[src/rtl/morse_if.sv]
// Signal bundle between the game side (master) and the Morse controller (slave).
// start, set and strike are single-cycle strobes with no backpressure: a strobe is consumed in the cycle it is high.
interface morse_if;
    logic        start;
    logic        btn_left;
    logic        btn_right;
    logic        btn_tx;
    logic [15:0] data;
    logic        set;
    logic [3:0]  freq_idx;
    logic        solved;
    logic        strike;

    modport master (
        output start, btn_left, btn_right, btn_tx,
        input  data, set, freq_idx, solved, strike
    );

    modport slave (
        input  start, btn_left, btn_right, btn_tx,
        output data, set, freq_idx, solved, strike
    );
endinterface

[src/rtl/morse_ctrl.sv]
// Morse module controller: picks a secret word, loads the blinker, debounces the
// tuning/transmit buttons and reports solved or strike.
module morse_ctrl #(
    parameter int         DEB_CYCLES = 50000,
    parameter logic [3:0] LFSR_SEED  = 4'h9
) (
    input  logic       clk,
    input  logic       reset,
    morse_if.slave     bus,
    // FSM state: 0 IDLE, 1 PICK, 2 LOAD, 3 ARMED, 4 CHECK, 5 STRIKE, 6 SOLVED
    output logic [2:0] state_dbg
);
    localparam int CW = (DEB_CYCLES < 2) ? 1 : $clog2(DEB_CYCLES);
    localparam logic [CW-1:0] CNT_LAST = CW'(DEB_CYCLES - 1);

    typedef enum logic [2:0] {
        S_IDLE   = 3'd0,
        S_PICK   = 3'd1,
        S_LOAD   = 3'd2,
        S_ARMED  = 3'd3,
        S_CHECK  = 3'd4,
        S_STRIKE = 3'd5,
        S_SOLVED = 3'd6
    } state_t;

    state_t        state_q, state_d;
    logic [3:0]    lfsr_q, lfsr_d;
    logic [2:0]    word_q, word_d;
    logic [3:0]    freq_q, freq_d;
    logic [2:0]    raw, acc_q, acc_d, prev_q, evt;
    logic [CW-1:0] cnt_q [3];
    logic [CW-1:0] cnt_d [3];
    logic [3:0]    target;

    // Button index: 0 left, 1 right, 2 transmit.
    assign raw    = {bus.btn_tx, bus.btn_right, bus.btn_left};
    assign evt    = acc_q & ~prev_q;
    assign lfsr_d = {lfsr_q[2:0], lfsr_q[3] ^ lfsr_q[2]};

    always_comb begin
        acc_d = acc_q;
        for (int i = 0; i < 3; i++) begin
            cnt_d[i] = '0;
            if (raw[i] != acc_q[i]) begin
                if (cnt_q[i] == CNT_LAST) acc_d[i] = raw[i];
                else                      cnt_d[i] = cnt_q[i] + CW'(1);
            end
        end
    end

    always_comb begin
        case (word_q)
            3'd1:    target = 4'd2;
            3'd2:    target = 4'd5;
            3'd3:    target = 4'd9;
            3'd4:    target = 4'd13;
            default: target = 4'd0;
        endcase
    end

    always_comb begin
        word_d = word_q;
        freq_d = freq_q;
        if (state_q == S_PICK) word_d = {1'b0, lfsr_q[1:0]} + 3'd1;
        // Transmit swallows any same-cycle tuning; simultaneous left+right cancels.
        if (state_q == S_ARMED && !evt[2] && (evt[0] ^ evt[1])) begin
            if (evt[0] && freq_q != 4'd0)  freq_d = freq_q - 4'd1;
            if (evt[1] && freq_q != 4'd15) freq_d = freq_q + 4'd1;
        end
    end

    always_comb begin
        state_d = state_q;
        case (state_q)
            S_IDLE:   if (bus.start) state_d = S_PICK;
            S_PICK:   state_d = S_LOAD;
            S_LOAD:   state_d = S_ARMED;
            S_ARMED:  if (evt[2]) state_d = S_CHECK;
            S_CHECK:  state_d = (freq_q == target) ? S_SOLVED : S_STRIKE;
            S_STRIKE: state_d = S_ARMED;
            S_SOLVED: state_d = S_SOLVED;
            default:  state_d = S_IDLE;
        endcase
    end

    always_comb begin
        bus.data   = '0;
        bus.set    = 1'b0;
        bus.solved = 1'b0;
        bus.strike = 1'b0;
        case (state_q)
            S_LOAD: begin
                bus.data = {13'd0, word_q};
                bus.set  = 1'b1;
            end
            S_ARMED, S_CHECK: bus.data = {13'd0, word_q};
            S_STRIKE: begin
                bus.data   = {13'd0, word_q};
                bus.strike = 1'b1;
            end
            S_SOLVED: bus.solved = 1'b1;
            default: ;
        endcase
    end

    assign bus.freq_idx = freq_q;
    assign state_dbg    = state_q;

    always_ff @(posedge clk) begin
        if (reset) begin
            state_q <= S_IDLE;
            lfsr_q  <= LFSR_SEED;
            word_q  <= '0;
            freq_q  <= '0;
            acc_q   <= '0;
            prev_q  <= '0;
            for (int i = 0; i < 3; i++) cnt_q[i] <= '0;
        end else begin
            state_q <= state_d;
            lfsr_q  <= lfsr_d;
            word_q  <= word_d;
            freq_q  <= freq_d;
            acc_q   <= acc_d;
            prev_q  <= acc_q;
            for (int i = 0; i < 3; i++) cnt_q[i] <= cnt_d[i];
        end
    end
endmodule
[src/flat_wrapper.sv]
// flat-port wrapper written by rule: the top's interface ports become plain ports
module morse_ctrl_flat 
#(
    parameter int         DEB_CYCLES = 50000,
    parameter logic [3:0] LFSR_SEED  = 4'h9
)
  (clk, reset, state_dbg, bus_start, bus_btn_left, bus_btn_right, bus_btn_tx, bus_data, bus_set, bus_freq_idx, bus_solved, bus_strike);
  morse_if bus_i ();
  input  logic clk;
  input  logic reset;
  output logic [2:0] state_dbg;
  input wire logic [$bits(bus_i.start)-1:0] bus_start;
  input wire logic [$bits(bus_i.btn_left)-1:0] bus_btn_left;
  input wire logic [$bits(bus_i.btn_right)-1:0] bus_btn_right;
  input wire logic [$bits(bus_i.btn_tx)-1:0] bus_btn_tx;
  output wire logic [$bits(bus_i.data)-1:0] bus_data;
  output wire logic [$bits(bus_i.set)-1:0] bus_set;
  output wire logic [$bits(bus_i.freq_idx)-1:0] bus_freq_idx;
  output wire logic [$bits(bus_i.solved)-1:0] bus_solved;
  output wire logic [$bits(bus_i.strike)-1:0] bus_strike;
  assign bus_i.start = bus_start;
  assign bus_i.btn_left = bus_btn_left;
  assign bus_i.btn_right = bus_btn_right;
  assign bus_i.btn_tx = bus_btn_tx;
  assign bus_data = bus_i.data;
  assign bus_set = bus_i.set;
  assign bus_freq_idx = bus_i.freq_idx;
  assign bus_solved = bus_i.solved;
  assign bus_strike = bus_i.strike;
  morse_ctrl #(.DEB_CYCLES(DEB_CYCLES), .LFSR_SEED(LFSR_SEED)) u_core (.clk(clk), .reset(reset), .bus(bus_i), .state_dbg(state_dbg));
endmodule
[config.mk]
export PLATFORM = sky130hd
export DESIGN_NAME = morse_ctrl_flat
export DESIGN_NICKNAME = d
export VERILOG_FILES = /design/src/rtl/morse_if.sv /design/src/rtl/morse_ctrl.sv /design/src/flat_wrapper.sv
export SDC_FILE = /design/constraint.sdc
export NUM_CORES = 1
export LEC_CHECK = 0
export BUFFER_PORTS_ARGS = -buffer_cell sky130_fd_sc_hd__buf_2
export CORE_MARGIN = 5
export CORE_UTILIZATION = 31
export DETAILED_ROUTE_END_ITERATION = 8
export GPL_TIMING_DRIVEN = 0
export HOLD_SLACK_MARGIN = 0.02
export SYNTH_ARGS = -nofsm -noshare
export SYNTH_HDL_FRONTEND = slang
export SYNTH_SLANG_ARGS = --single-unit
[constraint.sdc]
create_clock -name clk -period 2.05 [get_ports clk]
set_input_delay 0.41 -clock clk [delete_from_list [all_inputs] [get_ports clk]]
set_output_delay 0.41 -clock clk [all_outputs]
set_load 0.05 [all_outputs]
Word level (Yosys, flattened, before mapping)
Memories as Yosys holds them, arrays and structs flattened.
Index checks and enable logic that the tools add are counted.
{"block": "op_classes", "bitwise": 7, "add_sub_neg": 6, "n_eq_ne": 20, "mux": 23, "n_reduce_logical": 15}
{"op": "2-to-1 mux 16 bit", "count": 9}
{"op": "adder 16 x 1 -> 16 bit, second input constant", "count": 3}
{"op": "equality test 16 bit, second input constant", "count": 3}
{"op": "one-hot mux 3 bit (6 select lines)", "count": 1}
{"op": "one-hot mux 4 bit (4 select lines)", "count": 1}
{"op": "equality test 3 x 2 -> 1 bit, second input constant", "count": 4}
{"op": "equality test 3 bit, second input constant", "count": 4}
{"op": "AND reduction 2 bit", "count": 5}
{"op": "2-to-1 mux 3 bit", "count": 3}
{"op": "2-to-1 mux 4 bit", "count": 2}
{"op": "equality test 3 x 1 -> 1 bit, second input constant", "count": 2}
{"op": "2-to-1 mux 1 bit", "count": 6}
{"op": "adder 4 x 1 -> 4 bit, second input constant", "count": 1}
{"op": "equality test 4 bit", "count": 1}
{"op": "logical AND 1 bit", "count": 4}
{"op": "inequality test 4 bit, second input constant", "count": 1}
{"op": "nonzero test 4 bit", "count": 1}
{"op": "OR reduction 4 bit", "count": 1}
{"op": "subtractor 4 x 1 -> 4 bit, second input constant", "count": 1}
{"op": "adder 2 x 1 -> 3 bit, second input constant", "count": 1}
{"op": "bitwise AND 3 bit", "count": 1}
{"op": "logical NOT 3 bit", "count": 1}
{"op": "inequality test 1 bit", "count": 3}
{"op": "inverter 3 bit", "count": 1}
{"op": "8 further kinds", "count": 11}
{"block": "totals", "elab_cells": 80, "memories": 1, "ram_bits": 48, "register_bits": 20, "inputBits": 6}
{"memory": "u_core.cnt_q", "words": 3, "word_bits": 16, "rd": 3, "rd_ports_with_merged_regs": 0, "wr": 3, "line_no": "morse_ctrl.sv:31", "source": "logic [CW-1:0] cnt_q [3];"}

Longest topological paths before layout
{"block": "depth", "ltp_word": 6, "depth_mapped": 8}

Least setup slack after synthesis
OpenSTA, ideal clock, no wires.
{"block": "synth_path", "kind": "register to register", "start": "reg u_core.freq_q[0] (netlist: u_core.bus.freq_idx[0])", "end": "reg u_core.freq_q[3] (netlist: u_core.bus.freq_idx[3])", "setup_ps": 116, "period_less_slack_ps": 2253, "arrival_ps": 2136, "path_stages_with_launch": 9, "path_slack_ps": -203, "cell_sequence": "dfxtp_1 nand4_1 nand2_1 ha_1 a21o_1 a21oi_1 xnor2_1 a21oi_1 a31o_2"}
{"block": "synth_between", "elab_chain_cells": 4, "elab_cells_between_ends": 10, "classes_between": "add/sub (2); eq/ne (1); mux (2); reduce/logical (5)"}
{"element": "start, declared", "line_no": "morse_ctrl.sv:29", "source": "logic [3:0] freq_q, freq_d;"}
{"element": "start signal, assigned", "line_no": "morse_ctrl.sv:122", "source": "freq_q <= freq_d;"}
{"element": "parallel branches: the longest is 4 deep, another holds subtractor 4 x 1 -> 4 bit"}
Several ways; the timed one is not identified. The select of a mux whose other input is x is not followed.
A chain may end at the register's enable or synchronous reset.

Worst setup path in the final report
{"block": "layout_path", "start": "reg u_core.state_q[0] (netlist: u_core.state_dbg[0])", "end": "out bus_strike"}
{"block": "layout_between", "elab_chain_cells": 2}
{"element": "start, declared", "line_no": "morse_ctrl.sv:26", "source": "state_t state_q, state_d;"}
{"element": "start signal, assigned", "line_no": "morse_ctrl.sv:119", "source": "state_q <= state_d;"}
{"element": "equality test 3 bit", "line_no": "morse_ctrl.sv:91", "source": "case (state_q)"}
{"element": "2-to-1 mux 1 bit", "line_no": "morse_ctrl.sv:91"}
{"element": "end, declared", "line_no": "flat_wrapper.sv:20", "source": "output wire logic [$bits(bus_i.strike)-1:0] bus_strike;"}
Every way passes these cells.

==> results.sh <==
export IMPL_die_area_um2=12400
export IMPL_place_congestion=0.760
export IMPL_ys_async_sr_fraction_pct=0
export IMPL_fin_nets=413
export IMPL_drive_above_1_share_pct=16.8
export IMPL_synth_area_leader_cell="dfxtp_1"
export IMPL_routed_via_density=4.48
export IMPL_avgSynthCellArea_um2=8.79
export IMPL_p_per_area_nw_per_um2=712
export IMPL_cts_tree="done"
export IMPL_max_freq_mhz=524
export IMPL_hold_viol_final=0
export IMPL_grt_use_total_pct=9.90
export IMPL_routed_wl_um=5610
export IMPL_rows=37
export IMPL_setup_ws_ps=141
export IMPL_yosysSeqAreaShare_pct=42.8
export IMPL_ys_types=45
export IMPL_root_buffer="clkbuf_8"
export IMPL_setup_violations=0
export IMPL_gr_total_overflow=0
export IMPL_arrival_ps=1500
export IMPL_final_setup_skew_ps=4.51
export IMPL_core_um2=10200
export IMPL_timing_final_crit_share_pct=93.1
export IMPL_leakagePower_nw=1.36
export IMPL_r2r_setup_slack_ps=140
export IMPL_first_iter_violations=139
export IMPL_grt_pass1_vias=2319
export IMPL_netlist_area_leader_share_pct=42.8
export IMPL_min_to="u_core.acc_q[1]$_SDFFE_PP0P_"
export IMPL_clkTransAtPathRegs_ps=70
export IMPL_boundaryPins=32
export IMPL_antenna_found_initial=0
export IMPL_portBuffers=17
export IMPL_synth_edf_count=0
export IMPL_wl_per_cell_um=10.4
export IMPL_ant_nets=0
export IMPL_worstHoldStart="bus_btn_right"
export IMPL_die_h_um=111
export IMPL_clkLatencyLatePin_ps=340
export IMPL_drc_errors=0
export IMPL_grt_pass1_wl_um=10200
export IMPL_vias=2421
export IMPL_ir_drop_v=0.000245
export IMPL_worstReg2RegStart="u_core.acc_q[1]$_SDFFE_PP0P_"
export IMPL_ys_ff_latch=68
export IMPL_postLayoutCoreUtil_pct=36.0
export IMPL_synthFlopType="dfxtp_1"
export IMPL_syn_to_final_growth_pct=15.3
export IMPL_post_cts_buffers=0
export IMPL_clockBufferDepth=2
export IMPL_cap_viol_max_count=0
export IMPL_hp_class="primary input to flip-flop"
export IMPL_die_x_um=111
export IMPL_timing_rr_end="u_core.bus.freq_idx[3]$_SDFFE_PP0P_"
export IMPL_first_pass_iters=4
export IMPL_final_max_slew_violation_count=0
export IMPL_initial_core_util_pct=31.2
export IMPL_dp_hpwl_um=4120
export IMPL_grt_max_degree=11
export IMPL_reg2reg_depth=8
export IMPL_hold_depth=3
export IMPL_critical_path_required_ps=1640
export IMPL_antennaDiodeCount=0
export IMPL_endpoint_kind="output port"
export IMPL_synth_warning_count=0
export IMPL_cp_max_fo=9
export IMPL_fill_cells=1053
export IMPL_htreeDepth=3
export IMPL_syn_area_um2=3180
export IMPL_post_place_ws_ps=2.95
export IMPL_fin_setup_tns_ps=0
export IMPL_cp_start_kind="flip-flop"
export IMPL_rsz0062_at_grt="false"
export IMPL_outcome="complete, no violations"
export IMPL_numCtsBuffers=9
export IMPL_fin_crit_ps=1910
export IMPL_synthTopCellsByArea="dfxtp_1 (43%), nor2_1 (8.4%), xnor2_1 (7.4%)"
export IMPL_clock_sinks=68
export IMPL_synth_cells=362
export IMPL_cts_hold_fix_buffers=0
export IMPL_crit_type="flip-flop to output port"
worst max-delay path by stage:
stage / from / end / slack [ps]
detailed placement: u_core.bus.freq_idx[1]$_SDFFE_PP0P_ / u_core.bus.freq_idx[3]$_SDFFE_PP0P_ / 3
global placement: u_core.bus.freq_idx[1]$_SDFFE_PP0P_ / u_core.bus.freq_idx[3]$_SDFFE_PP0P_ / 30
finish: u_core.state_dbg[0]$_SDFFE_PP0P_ / bus_strike / 140
CTS: u_core.cnt_q[0][16]$_SDFF_PP0_ / u_core.cnt_q[0][30]$_SDFF_PP0_ / 20
global route: u_core.acc_q[1]$_SDFFE_PP0P_ / u_core.bus.freq_idx[3]$_SDFFE_PP0P_ / 0.9
floorplan: u_core.bus.freq_idx[1]$_SDFFE_PP0P_ / u_core.bus.freq_idx[3]$_SDFFE_PP0P_ / -200
worst max-delay path, stage by stage (launching register included):
cell and delay, ps:
dfxtp_1 320, clkbuf_1 310, nand2b_1 170, nor2_2 100, buf_2 260
flip-flops by register name, summed over array words and instances (netlist names):
| register | flops |
|---|---|
| u_core.lfsr_q | 4 |
| u_core.prev_q | 3 |
| u_core.cnt_q | 48 |
| u_core.state_dbg | 3 |
| u_core.bus.freq_idx | 4 |
| u_core.word_q | 3 |
| u_core.acc_q | 3 |
layout make-up:
class	instances	area, um^2	share of cell area (%)
tap	136	170	4.64
sequential	68	1370	37.4
timing repair buffer	17	85.1	2.32
multi-input combinational	277	1700	46.2
clock buffer	13	159	4.33
inverter	6	22.5	0.614
clock inverter	2	10.0	0.273
buffer	21	154	4.20
logic make-up (layout without fill, tap and decap cells):
group	after synthesis	in the layout	share of synthesized area, %
buf+inv	29	59	5.70
simple gates	181	181	28.8
flops	68	68	42.8
other cells	1	13	0.118
compound gates	20	20	3.97
fa+ha+maj	7	7	2.99
xor+xnor	50	50	13.8
mux	6	6	1.89
per-stage QoR:
| stage | area (um^2) | hold slack, ps | power [mW] | instances |
|---|---|---|---|---|
| after floorplan | 3230 | 418 | 1.64 | 374 |
| after global placement | 3490 | 434 | 1.69 | 527 |
| after detailed placement | 3490 | 445 | 1.69 | 527 |
| after CTS | 3660 | 319 | 2.65 | 541 |
| after global routing | 3670 | 364 | 2.73 | 540 |
| final | 3670 | 338 | 2.61 | 540 |
synthesized netlist by cell type, types with 2 or more instances:
cell type,n
or2_2,2
a211oi_1,2
xnor2_1,27
nor2b_1,9
nor2_2,2
and3_2,2
ha_1,6
nand2_1,21
nand3_1,22
or3_1,3
mux2i_1,6
or4bb_1,3
nand4b_1,3
inv_1,6
buf_4,13
nor4_1,5
and2_1,3
clkbuf_1,7
nor3_1,8
nand2b_1,6
a21oi_1,8
o21ai_0,3
xor2_1,23
and3_1,7
nor4bb_1,2
nor2_1,71
dfxtp_1,68
nand4_1,7
placed cells by master, fill, tap and decap left out, drive strengths merged, types with 7 or more instances in the layout:
cell type	n
conb	13
nor2	73
nor3	8
nand4	7
buf	32
a21oi	9
xnor2	27
nor2b	9
dfxtp	68
clkbuf	19
nand3	22
xor2	23
nand2	21
and3	9
report_power, final:
group | total [mW] | switching (mW) | internal [mW]
Sequential | 1.38 | 0.0295 | 1.35
Combinational | 0.277 | 0.187 | 0.0902
Clock | 0.956 | 0.461 | 0.495
layer usage:
metal / global-route usage, % / share of wire [%] / vias up
li1: - / - / 1262
met1: 11.7 / 47 / 1115
met2: 15.8 / 45 / 35
met3: 4.42 / 6.3 / 9
met4: 3.65 / 1.2 / 0
met5: 0 / 0 / -
repair_timing:
action                                  4_1_cts  5_1_grt
pin swaps                                     0        0
endpoints found under the setup margin        2       25
gates cloned                                  0        0
resized for setup                             1       10
(Power assumes the default switching activity.)
